**src/rtl/if_id_stage.sv**
```systemverilog
// Fetch stage plus IF/ID pipeline register. It handles branch flush, hazard holds,
// memory-wait bubbles and a saturating bubble counter.
// Optional build macro IFID_DELAY_SLOT_EN: a branch redirects the PC but keeps the delay-slot fetch.
module if_id_stage #(
  parameter logic [15:0] RESET_PC  = 16'h0000,
  parameter logic [15:0] NOP_INSTR = 16'h0800
) (
  input  logic        clk,
  input  logic        rst,
  input  logic        IF_PCWrite,
  input  logic        IF_IFIDWrite,
  input  logic        IF_branchTaken,
  input  logic [15:0] IF_branchTarget,
  output logic [15:0] IF_imAddr,
  input  logic [15:0] IF_imData,
  input  logic        IF_imReady,
  output logic [15:0] IF_instruction_IFID,
  output logic [15:0] IF_PCplus1_IFID,
  output logic        IF_valid_IFID,
  output logic [15:0] IF_bubbleCount
);

`ifdef IFID_DELAY_SLOT_EN
  localparam bit FLUSH_ON_BRANCH = 1'b0;
`else
  localparam bit FLUSH_ON_BRANCH = 1'b1;
`endif

  typedef enum logic [1:0] {BOOT, RUN, MEMWAIT} state_t;

  state_t      state;
  logic [15:0] pc;
  logic [15:0] pc_inc;
  logic [15:0] cnt_sat;

  assign pc_inc    = pc + 16'd1;
  assign cnt_sat   = (IF_bubbleCount == 16'hFFFF) ? IF_bubbleCount : IF_bubbleCount + 16'd1;
  assign IF_imAddr = pc;

  // A bubble keeps IF_PCplus1_IFID; only the instruction and valid change.
  always_ff @(posedge clk or negedge rst) begin
    if (!rst) begin
      state               <= BOOT;
      pc                  <= RESET_PC;
      IF_instruction_IFID <= NOP_INSTR;
      IF_PCplus1_IFID     <= 16'h0000;
      IF_valid_IFID       <= 1'b0;
      IF_bubbleCount      <= 16'h0000;
    end else begin
      case (state)
        BOOT: begin
          IF_instruction_IFID <= NOP_INSTR;
          IF_valid_IFID       <= 1'b0;
          IF_bubbleCount      <= cnt_sat;
          state               <= RUN;
        end
        default: begin
          if (IF_branchTaken)
            pc <= IF_branchTarget;
          else if (!IF_PCWrite && IF_imReady)
            pc <= pc_inc;

          if (IF_branchTaken && FLUSH_ON_BRANCH) begin
            IF_instruction_IFID <= NOP_INSTR;
            IF_valid_IFID       <= 1'b0;
            IF_bubbleCount      <= cnt_sat;
          end else if (!IF_IFIDWrite) begin
            if (IF_imReady) begin
              IF_instruction_IFID <= IF_imData;
              IF_PCplus1_IFID     <= pc_inc;
              IF_valid_IFID       <= 1'b1;
            end else begin
              IF_instruction_IFID <= NOP_INSTR;
              IF_valid_IFID       <= 1'b0;
              IF_bubbleCount      <= cnt_sat;
            end
          end

          // A full hold freezes the FSM; otherwise memory readiness picks the state.
          if (IF_branchTaken)
            state <= RUN;
          else if (!(IF_PCWrite && IF_IFIDWrite))
            state <= IF_imReady ? RUN : MEMWAIT;
        end
      endcase
    end
  end

endmodule

```
**config.mk**
```make
export PLATFORM = sky130hd
export DESIGN_NAME = if_id_stage
export DESIGN_NICKNAME = d
export VERILOG_FILES = /design/src/rtl/if_id_stage.sv
export SDC_FILE = /design/constraint.sdc
export NUM_CORES = 1
export LEC_CHECK = 0
export BUFFER_PORTS_ARGS = -buffer_cell sky130_fd_sc_hd__buf_2
export CAP_MARGIN = 10
export CORE_MARGIN = 2
export CORE_UTILIZATION = 50
export DETAILED_ROUTE_END_ITERATION = 10
export GPL_ROUTABILITY_DRIVEN = 0
export PLACE_DENSITY = 0.79
export SYNTH_ARGS = -nofsm -noshare
export SYNTH_HDL_FRONTEND = slang
export SYNTH_SLANG_ARGS = --single-unit
export TNS_END_PERCENT = 1
```
**constraint.sdc**
```tcl
create_clock -name clk -period 2 [get_ports clk]
set_clock_uncertainty 0.05 [all_clocks]
set_input_delay 0.1 -clock clk [delete_from_list [all_inputs] [get_ports clk]]
set_output_delay 0.1 -clock clk [all_outputs]
set_load 0.01 [all_outputs]
```
# Word level (Yosys, flattened, before mapping)
# Cells that the tools add are included.
# Widths: inputs -> output; s select.
[totals]
ramBits = 0
rom_bits = 0
wordCells = 42
mem_count = 0
ff_bits = 67
out_inout_bits = 65
latch_bits = 0
[classes]
n_mux = 19
multipliers = 0
eq_ne = 4
magnitude_cmp = 0
shift = 0
n_reduce_logical = 8
div = 0
addsub = 2
bitwise_logic = 3
[ops]
columns = ["op", "n"]
rows = [
  ["$mux 16", 11],
  ["$add 16x1->16 const B", 2],
  ["$eq 16x16->1 const B", 1],
  ["$mux 2", 4],
  ["$ne 3x2->1 const B", 2],
  ["$mux 1", 4],
  ["$reduce_and 2->1", 2],
  ["$reduce_and 4->1", 1],
  ["$ne 3x1->1 const B", 1],
  ["$not 1->1", 3],
  ["$logic_and 1x1->1", 2],
  ["$logic_not 2->1", 1],
  ["$reduce_bool 2->1", 1],
  ["$logic_not 1->1", 1],
]

# Longest topological paths before layout
# Gate-level depths: netlist of run 1.
[depth]
ltp_word = 6
mapped_depth = 6

# Worst setup path before layout of run 1
# Ideal clock, no wire load.
[synth_timing]
kind = "register to register"
from = "register IF_bubbleCount[0]"
to = "register IF_bubbleCount[1]"
setup_time_ps = 125
arrival_time_ps = 1699
slack_ps = 127
stages_incl_launch_ff = 6
path_cell_list = "dfrtp_1 ha_1 nand4_1 or4_4 nand2_4 mux2_2"
[synth_via]
elab_chain_cells = 6
word_cells_on_any_way = 7
classes_between = "add/sub (1); eq/ne (1); mux (5)"
[synth_rtl]
columns = ["item", "line", "rtl"]
rows = [
  ["from (decl)", "20", "output logic [15:0] IF_bubbleCount"],
  ["from (signal assigned)", "54", "IF_bubbleCount <= cnt_sat;"],
  ["from (signal assigned)", "66", "IF_bubbleCount <= cnt_sat;"],
  ["from (signal assigned)", "75", "IF_bubbleCount <= cnt_sat;"],
  ["$add 16x1->16 / $eq 16x16->1 (equally long branches)", "37", "assign cnt_sat = (IF_bubbleCount == 16'hFFFF) ? IF_bubbleCount : IF_bubbleCount + 16'd1;"],
  ["$mux 16 *", "37", ""],
  ["$mux 16", "68", "if (IF_imReady) begin"],
  ["$mux 16", "67", "end else if (!IF_IFIDWrite) begin"],
  ["$mux 16", "63", "if (IF_branchTaken && FLUSH_ON_BRANCH) begin"],
  ["$mux 16 *", "50", "case (state)"],
]
# Mark *: on every way between the ends. The rest lies on a longest branch, timed or not. The select of a mux whose other input is x is not followed.
# A chain may end at the register's enable or synchronous reset.

# Worst setup path after layout of run 1
# Ends and elaborated chain as after synthesis.

==> metrics.csv, run 1 <==
stage,metric,value,unit
synthesis,Ys Warns,0,
sta,Least-Margin Pin Slew,669,ps
synthesis,count of different cell masters after synthesis,44,
floorplan,Initial Utilization,0.525,
clock_tree,"CTS clk-pin slew, worst paths",70,ps
sta,Fin. Hold Viols,0,
floorplan,core area,5990,um2
sta,final count of negative-setup-slack endpoints,0,
cells_and_area,diode count,0,
clock_tree,H-tree depth,3,
sta,final cycle utilization of the critical path,0.952,
cells_and_area,layout cells sized above 1,0.314,
global_route,initial antenna violation count,0,
synthesis,Post-Syn Nets,342,
routing,Pre-antenna DRT Iters,5,
sta,Max-Slew Margin vs Limit,0.554,
global_route,Overflow after GRT,0,
cells_and_area,fin util,0.701,
routing,vias,2799,
power_and_ir_drop,Reg power frac,0.457,
power_and_ir_drop,P_int,2.78,mW
routing,# DRC,0,
worst_hold_path,HP Class,input pin to flip-flop,
power_and_ir_drop,combinational fraction of design power,0.269,
synthesis,"flops & latches, synth",67,
placement,Final HPWL DP,5360,um
floorplan,IO Count,103,
synthesis,Mapped Area,3150,um2
power_and_ir_drop,Sw Pwr,1.36,mW
clock_tree,CTS root buf,clkbuf_8,
routing,drt via density,5.48,
synthesis,"Avg Cell Area, Syn",10.4,um2
floorplan,die height,83.3,um
worst_setup_path,CP endpoint kind,flip-flop,
power_and_ir_drop,clock network power share,0.274,
global_route,vias in the first global route,2782,
synthesis,"EDFF count, synth",0,
cells_and_area,Final nets,472,
floorplan,Die Wd,83.3,um
power_and_ir_drop,Sw Share,0.328,
clock_tree,worst-skew pair later-pin latency,350,ps
status,outcome,"finished, final reports clean",
routing,DRT iter0 DRCs,164,
worst_setup_path,Crit path required time,2180,ps
clock_tree,total CTS buffers,9,
sta,Fmax,525,MHz
synthesis,register area share after synthesis,0.533,
clock_tree,TritonCTS clock tree,built,
worst_setup_path,"critical path fanouts, max",8,
global_route,largest net degree at the start of global routing,34,
cells_and_area,most frequent cells in the layout,"102 x buf_2, 66 x dfrtp_1, 30 x nor2_1, 24 x a21oi_1, 22 x dlygate4sd3_1",
power_and_ir_drop,Leak,2.00,nW
worst_setup_path,crit path DAT,2080,ps
floorplan,Std-Cell Rows,28,
cells_and_area,Area Growth Syn to Fin,33.3,%
synthesis,ys async rst share,1.00,
power_and_ir_drop,worst vdd ir,0.788,mV
sta,fin crit period,1900,ps
power_and_ir_drop,Design Power,4.14,mW
routing,drt total wl,8010,um
worst_setup_path,WS Path Type,flip-flop to flip-flop,
global_route,first-pass GRT wire length,13300,um
synthesis,Synth Flop Type,dfrtp_1,
clock_tree,clock tree buffer depth,2,
global_route,GRT Util Overall,0.237,
routing,post-DR wirelength/cell,15.7,um
run,max cap viols,0,
clock_tree,clock sinks,67,
power_and_ir_drop,PD cells,987,nW/um2
routing,ANT nets after route,0,
worst_setup_path,critical path launch point type,flip-flop,
sta,max-slew violations,0,
floorplan,Die ar.,6950,um2
cells_and_area,"most common cell after layout, fill and taps aside",buf_2,
placement,port bufs,102,
synthesis,synthesized instance count,302,
==> flip-flops by register name (all words and copies together), names as in the netlist <==
signal               count
IF_valid_IFID            1
IF_instruction_IFID     16
state                    2
IF_PCplus1_IFID         16
IF_bubbleCount          16
IF_imAddr               16
==> kinds of logic after synthesis <==
logic type      after synthesis  synth area share
mux                           5            0.0167
compound gates               79             0.172
buf+inv                      22            0.0294
fa+ha+maj                     2           0.00795
xor+xnor                     28            0.0779
simple gates                 99             0.163
flops                        67             0.533
==> metrics by stage <==
stage / cell area [um2] / setup WS, ps / instances / hold WS [ps] / setup TNS [ps]
CTS: 4180 / 77.3 / 510 / 15.2 / 0
global route: 4200 / -7.08 / 511 / 20.3 / -7.08
detailed placement: 3760 / 89.5 / 473 / 12.8 / 0
finish: 4200 / 96.6 / 511 / 20.6 / 0
global placement: 3760 / 154 / 473 / 14.6 / 0
floorplan: 3150 / 127 / 302 / -246 / 0
==> critical path: stages, from the launching register on <==
cell	delay [ps]
dfrtp_1	460
ha_4	170
nand4_1	120
or4_4	530
nand2_4	130
mux2_2	330
==> path summary, 6_finish.rpt <==
| check | depth (start not counted) | start | to | slack (ps) |
|---|---|---|---|---|
| setup / recovery | 5 | IF_bubbleCount[0] | IF_bubbleCount[1] | 100 |
| hold / removal | 3 | IF_branchTarget[12] | IF_imAddr[12] | 20 |
| setup reg to reg | 5 | IF_bubbleCount[0] | IF_bubbleCount[1] | 100 |
| hold reg to reg | 1 | IF_valid_IFID | IF_valid_IFID | 430 |
| max in group asynchronous | 3 | rst | IF_imAddr[8] | 1120 |
| min in group asynchronous | 2 | rst | IF_bubbleCount[5] | 180 |
==> power groups by stage <==
stage	logic [mW]	registers, mW	clock network [mW]
6_report	1.12	1.89	1.13
5_1_grt	1.23	1.94	1.21
4_1_cts	1.10	1.88	1.15
3_5_place_dp	1.06	1.90	0
3_3_place_gp	1.03	1.89	0
2_1_floorplan	0.487	2.00	0
==> metal layers <==
| metal | wire (um) | part of all wire | global-route usage | up-vias |
|---|---|---|---|---|
| met4 | 215 | 0.027 | 0.106 | 0 |
| met2 | 4100 | 0.51 | 0.397 | 73 |
| met3 | 339 | 0.042 | 0.0507 | 18 |
| met1 | 3350 | 0.42 | 0.294 | 1367 |
| met5 | 0 | 0 | 0 | - |
| li1 | - | - | - | 1341 |
==> final cells by class <==
class | count | area [um2]
Clock buffer | 13 | 159
Clock inverter | 2 | 35.0
Fill cell | 442 | 1790
Inverter | 8 | 30.0
Multi-Input combinational cell | 213 | 1390
Sequential cell | 67 | 1680
Tap cell | 75 | 93.8
Timing Repair Buffer | 133 | 811
==> repair_timing <==
action,4_1_cts,5_1_grt
hold endpoints to repair,37,0
hold buffers,22,0
resized for setup,0,2
setup endpoints to repair,0,1
setup buffers,0,1
==> synthesized netlist by cell type, types with 3 or more instances <==
library cell  count  area (um2)
dfrtp_1          66        1650
nor2_1           30         113
a21oi_1          24         120
nand2_1          21        78.8
xnor2_1          18         158
a22o_1           15         131
nand3_1          14        70.1
o21ai_0          13        65.1
xor2_1           10        87.6
buf_2             8        40.0
inv_1             7        26.3
clkbuf_1          6        22.5
a2bb2oi_1         5        43.8
a31oi_1           5        31.3
nand4_1           5        31.3
o22ai_1           5        31.3
and3_1            4        25.0
nor3_1            4        20.0
nor4_1            4        25.0
and4_1            3        26.3
mux2i_1           3        30.0
o22a_1            3        26.3
Note: power is estimated with default switching activity, not from simulation.
==> run 2, diff against run 1 <==
PLACE_DENSITY = 0.8   (was 0.79)
==> run 2 against run 1 <==
Net effect: highest routed layer unchanged; register-to-register slack hardly changed; non-clock buffer count is 2 lower; critical path depth stayed put; global-route usage is 0.75 points lower; largest cell class unchanged; die area stayed put; clock power is 5% higher; sequential power hardly changed; largest power group unchanged; sequential cell count stayed put; cell area is 0.18% higher.
==> metrics.csv, run 2 (synthesized netlist as in run 1, its figures left out) <==
stage,metric,value,unit,change
status,outcome,"finished, final reports clean",,
sta,Fin. Hold Viols,0,,unchanged
routing,post-DR wirelength/cell,15.3,um,-2.4%
routing,drt total wl,7800,um,-2.6%
global_route,GRT Util Overall,0.229,,-0.00749
global_route,first-pass GRT wire length,12900,um,-3.2%
clock_tree,clock tree buffer depth,2,,unchanged
worst_setup_path,CP Cell Sequence,ha_4 -> nand4_1 -> or4_4 -> nand2_4 -> mux2_2,,
cells_and_area,diode count,0,,unchanged
cells_and_area,Area Growth Syn to Fin,33.5,%,
routing,ANT nets after route,0,,unchanged
worst_setup_path,Crit path required time,2180,ps,about the same
cells_and_area,most frequent cells in the layout,"102 x buf_2, 65 x dfrtp_1, 30 x nor2_1, 24 x a21oi_1",,
worst_hold_path,HP Class,input pin to flip-flop,,
worst_setup_path,CP endpoint kind,flip-flop,,
sta,hold_ws,8.79,ps,-11.8 ps
routing,drt via density,5.53,,+1.0%
global_route,initial antenna violation count,0,,unchanged
sta,Max-Slew Margin vs Limit,0.553,,-0.000961
floorplan,core area,5990,um2,unchanged
run,max cap viols,0,,unchanged
placement,port bufs,102,,unchanged
cells_and_area,fin util,0.702,,+0.00125
power_and_ir_drop,Leak,2.00,nW,+0.14%
sta,final count of negative-setup-slack endpoints,0,,unchanged
worst_setup_path,CP top delay family,simple AND/OR/NAND/NOR gates,,
sta,Fin Setup TNS,0,ps,unchanged
worst_setup_path,Critical R2R Capture,IF_bubbleCount[1],,
worst_setup_path,"critical path fanouts, max",8,,unchanged
routing,WL met1,3230,um,-3.8%
floorplan,die height,83.3,um,unchanged
global_route,largest net degree at the start of global routing,47,,+38%
placement,Final HPWL DP,5260,um,-1.8%
clock_tree,TritonCTS clock tree,built,,
floorplan,Std-Cell Rows,28,,unchanged
routing,# DRC,0,,unchanged
worst_hold_path,hold path start,IF_branchTarget[7],,
power_and_ir_drop,Design Power,4.19,mW,+1.2%
worst_setup_path,R2R Setup Slk,110,ps,about the same
cells_and_area,"most common cell after layout, fill and taps aside",buf_2,,
sta,Least-Margin Pin Slew,670,ps,+1.44 ps
placement,Post-Place Worst Slack,84.7,ps,-4.84 ps
worst_setup_path,Worst R2R Path Depth,5,,unchanged
worst_setup_path,Critical R2R Launch,IF_bubbleCount[1],,
worst_setup_path,crit path DAT,2080,ps,about the same
cells_and_area,layout cells sized above 1,0.322,,+0.00762
worst_setup_path,number of buffers and inverters on the critical path,0,,unchanged
worst_hold_path,Hold Path End,IF_imAddr[7],,
routing,Pre-antenna DRT Iters,4,,-1
sta,RSZ-0062 raised after global routing,false,,
worst_setup_path,critical path launch point type,flip-flop,,
power_and_ir_drop,PD cells,996,nW/um2,+0.99%
clock_tree,clock sinks,67,,unchanged
cells_and_area,Final nets,470,,-0.42%
clock_tree,H-tree depth,3,,unchanged
sta,Setup WS post-layout,107,ps,+10.2 ps
routing,met2 wire len,3890,um,-5.1%
worst_setup_path,Slowest cell on crit path,or4_4,,
clock_tree,CTS root buf,clkbuf_8,,
power_and_ir_drop,worst vdd ir,0.772,mV,-2.0%
routing,Met3 Wirelength,500,um,+47%
floorplan,Initial Utilization,0.525,,unchanged
routing,Max Used Layer,met4,,
floorplan,Die Wd,83.3,um,unchanged
floorplan,Die ar.,6950,um2,unchanged
worst_hold_path,Hold Crit Depth,3,,unchanged
worst_setup_path,worst stage delay on the critical path,530,ps,about the same
sta,fin crit period,1890,ps,-10.2 ps
clock_tree,total CTS buffers,9,,unchanged
routing,vias,2822,,+0.82%
sta,max-slew violations,0,,unchanged
cells_and_area,fillcell total,438,,-0.90%
clock_tree,worst-skew pair later-pin latency,340,ps,about the same
clock_tree,"CTS clk-pin slew, worst paths",80,ps,about the same
global_route,vias in the first global route,2679,,-3.7%
routing,DRT iter0 DRCs,203,,+24%
floorplan,IO Count,103,,unchanged
sta,Fmax,528,MHz,+0.54%
global_route,Overflow after GRT,0,,unchanged
worst_setup_path,WS Path Type,flip-flop to flip-flop,,
clock_tree,setup repair bufs after CTS,0,,unchanged
sta,final cycle utilization of the critical path,0.947,,-0.00508
## run 2: metrics by stage
stage / area [um2] / instances
after floorplan: 3150 / 302
after global placement: 3760 / 473
after detailed placement: 3760 / 473
after CTS: 4180 / 510
after global routing: 4200 / 510
final: 4200 / 510
## run 2: cell type report
cell class	instances	area [um2]	share of cell area
multi-input cells	213	1400	0.332
clock inverters	6	72.6	0.0173
flip-flops and latches	67	1680	0.399
well taps	75	93.8	0.0223
inverters	8	30.0	0.00714
clock buffers	10	138	0.0327
repair buffers	131	793	0.189
## run 2: worst max-delay path by stage
stage / start / to / cells after the start
6_report: IF_bubbleCount[1] / IF_bubbleCount[1] / 5
5_1_grt: IF_bubbleCount[1] / IF_bubbleCount[1] / 5
4_1_cts: IF_bubbleCount[0] / IF_bubbleCount[1] / 5
3_5_place_dp: IF_bubbleCount[0] / IF_bubbleCount[1] / 5
3_3_place_gp: IF_bubbleCount[0] / IF_bubbleCount[1] / 5
2_1_floorplan: IF_bubbleCount[0] / IF_bubbleCount[1] / 5
## run 2: timing repair
action	4_1_cts	5_1_grt
endpoints found under the hold margin	40	0
setup endpoints to repair	0	6
gates resized for setup	0	5
hold buffers	21	0
## run 2: routing by layer
layer,up-vias,track usage
met3,18,0.0646
met4,0,0.0849
met5,-,0
met1,1374,0.284
met2,90,0.383
li1,1340,-
## run 2: power by group
group | internal (mW) | switching, mW | total, mW
Combinational | 0.522 | 0.575 | 1.10
Clock | 0.623 | 0.569 | 1.19
Sequential | 1.62 | 0.284 | 1.90
## run 2: worst min-delay path, delay by kind of cell
kind                   cells  cell delay [ps]
AO/OA/AOI/OAI              2              180
buffers and inverters      1               80
==> run 3, diff against run 2 <==
CORE_ASPECT_RATIO = 1.5   (was not set)
==> run 3 against run 2 <==
Net effect: combinational power about the same; cell area is 1.5% lower; cell count down 0.78%.
==> metrics.csv, run 3 (synthesized netlist as in run 1, its figures left out) <==
stage,metric,value,unit,change
cells_and_area,FF+latch area,1680,um2,unchanged
power_and_ir_drop,Leak,1.96,nW,-1.8%
placement,dpl cell area,3770,um2,about the same
floorplan,IO Count,103,,unchanged
placement,port bufs,102,,unchanged
sta,RSZ-0062 raised after global routing,true,,
worst_setup_path,critical path launch point type,flip-flop,,
power_and_ir_drop,Sw Pwr,1.36,mW,-4.5%
routing,vias,2796,,-0.92%
worst_setup_path,"critical path fanouts, max",8,,unchanged
floorplan,Initial Utilization,0.513,,-0.0120
worst_hold_path,hold path start,IF_branchTarget[2],,
worst_setup_path,Crit. Startpoint,IF_bubbleCount[1],,
clock_tree,worst-skew pair later-pin latency,330,ps,about the same
routing,# DRC,0,,unchanged
sta,Fmax,516,MHz,-2.4%
power_and_ir_drop,P_int,2.60,mW,-5.7%
status,outcome,"finished, final reports clean",,
worst_hold_path,HP Class,input pin to flip-flop,,
clock_tree,clock tree buffer depth,2,,unchanged
cells_and_area,"most common cell after layout, fill and taps aside",buf_2,,
floorplan,Die Wd,68.8,um,-17%
clock_tree,CTS root buf,clkbuf_8,,
power_and_ir_drop,PD cells,958,nW/um2,-3.8%
sta,fin crit period,1940,ps,+46.4 ps
global_route,vias in the first global route,2701,,+0.82%
routing,DRT iter0 DRCs,297,,+46%
cells_and_area,fillcell total,493,,+13%
routing,post-DR wirelength/cell,15.5,um,+1.3%
clock_tree,"CTS clk-pin slew, worst paths",70,ps,about the same
cells_and_area,diode count,0,,unchanged
worst_setup_path,CP endpoint kind,flip-flop,,
sta,max-slew violations,0,,unchanged
global_route,GRT Util Overall,0.241,,+0.0122
power_and_ir_drop,worst vdd ir,0.768,mV,-0.51%
worst_setup_path,WS Path Type,flip-flop to flip-flop,,
cells_and_area,Multi-input gate area,1380,um2,-1.2%
floorplan,Die ar.,6960,um2,+0.19%
floorplan,core area,6130,um2,+2.3%
cells_and_area,most frequent cells in the layout,"102 x buf_2, 65 x dfrtp_1, 30 x nor2_1, 24 x a21oi_1, 21 x nand2_1",,
floorplan,die height,101,um,+21%
power_and_ir_drop,combinational fraction of design power,0.278,,+0.016
cells_and_area,final instance area,4140,um2,-1.5%
cells_and_area,layout cells sized above 1,0.319,,-0.00239
worst_setup_path,Crit path required time,2170,ps,about the same
global_route,first-pass GRT wire length,12600,um,-2.3%
clock_tree,TritonCTS clock tree,built,,
routing,drt via density,5.53,,-0.14%
clock_tree,H-tree depth,3,,unchanged
floorplan,Std-Cell Rows,35,,+25%
cells_and_area,Final nets,468,,-0.43%
routing,ANT nets after route,0,,unchanged
power_and_ir_drop,clock network power share,0.245,,-0.040
run,max cap viols,0,,unchanged
routing,drt total wl,7840,um,+0.50%
clock_tree,clock sinks,67,,unchanged
cells_and_area,Area Growth Syn to Fin,31.5,%,
global_route,initial antenna violation count,0,,unchanged
routing,Pre-antenna DRT Iters,4,,unchanged
global_route,Overflow after GRT,0,,unchanged
sta,final cycle utilization of the critical path,0.970,,+0.0232
sta,Setup WS post-layout,60.4,ps,-46.4 ps
global_route,largest net degree at the start of global routing,46,,-2.1%
worst_setup_path,Critical R2R Launch,IF_bubbleCount[1],,
worst_setup_path,crit path DAT,2110,ps,+30 ps
placement,Final HPWL DP,5480,um,+4.2%
clock_tree,total CTS buffers,9,,unchanged
power_and_ir_drop,Reg power frac,0.477,,+0.023
power_and_ir_drop,Sw Share,0.344,,+0.00301
sta,Fin. Hold Viols,0,,unchanged
placement,Post-Place Worst Slack,51.6,ps,-33.1 ps
sta,Max-Slew Margin vs Limit,0.554,,about the same
sta,final count of negative-setup-slack endpoints,0,,unchanged
sta,Least-Margin Pin Slew,670,ps,-0.452 ps
clock_tree,setup repair bufs after CTS,0,,unchanged
-- run 3: layout make-up --
cell class              count  share of cell area
clock buffers              10              0.0333
clock inverters             5             0.00726
inverters                   8             0.00726
multi-input cells         213               0.334
flip-flops and latches     67               0.406
well taps                  74              0.0224
repair buffers            129               0.190
-- run 3: power by group through the flow --
stage | Clock (mW) | Sequential [mW] | Combinational [mW]
floorplan | 0 | 2.00 | 0.487
detailed placement | 0 | 1.90 | 1.07
finish | 0.973 | 1.89 | 1.10
global placement | 0 | 1.87 | 1.04
CTS | 0.998 | 1.88 | 1.11
global route | 1.05 | 1.93 | 1.22
-- run 3: through the flow --
stage | utilization | std cells | hold WS (ps) | power (mW) | TNS (ps)
2_1_floorplan | - | 302 | -246 | 2.49 | 0
3_3_place_gp | 0.614 | 471 | 114 | 2.92 | 0
3_5_place_dp | 0.614 | 471 | 121 | 2.97 | 0
4_1_cts | 0.674 | 506 | 1.92 | 3.98 | 0
5_1_grt | 0.675 | 506 | 13.7 | 4.20 | -75.2
6_report | 0.675 | 506 | 15.9 | 3.97 | 0
-- run 3: path summary, 6_finish.rpt --
check / to / slack [ps] / cells after the start
max: IF_bubbleCount[1] / 60 / 5
min: IF_imAddr[2] / 20 / 3
min reg2reg: IF_valid_IFID / 430 / 1
max in group asynchronous: IF_imAddr[4] / 930 / 3
min in group asynchronous: IF_bubbleCount[4] / 280 / 2
max reg2reg: IF_bubbleCount[1] / 60 / 5
-- run 3: critical path, cell delays in order (launching register included) --
cell and delay [ps]:
dfrtp_1 400, ha_2 220, nand4_1 140, or4_4 530, nand2_4 140, mux2_2 340
-- run 3: metal layers --
metal	up-vias	routed length, um	track usage
met5	-	0	0
met4	0	201	0.103
met3	20	361	0.0456
met2	77	4170	0.406
met1	1364	3110	0.298
li1	1335	-	-
-- run 3: repair_timing --
action,CTS,global route
hold buffers,20,0
endpoints found under the setup margin,0,4
endpoints found under the hold margin,44,0
resized for setup,0,3
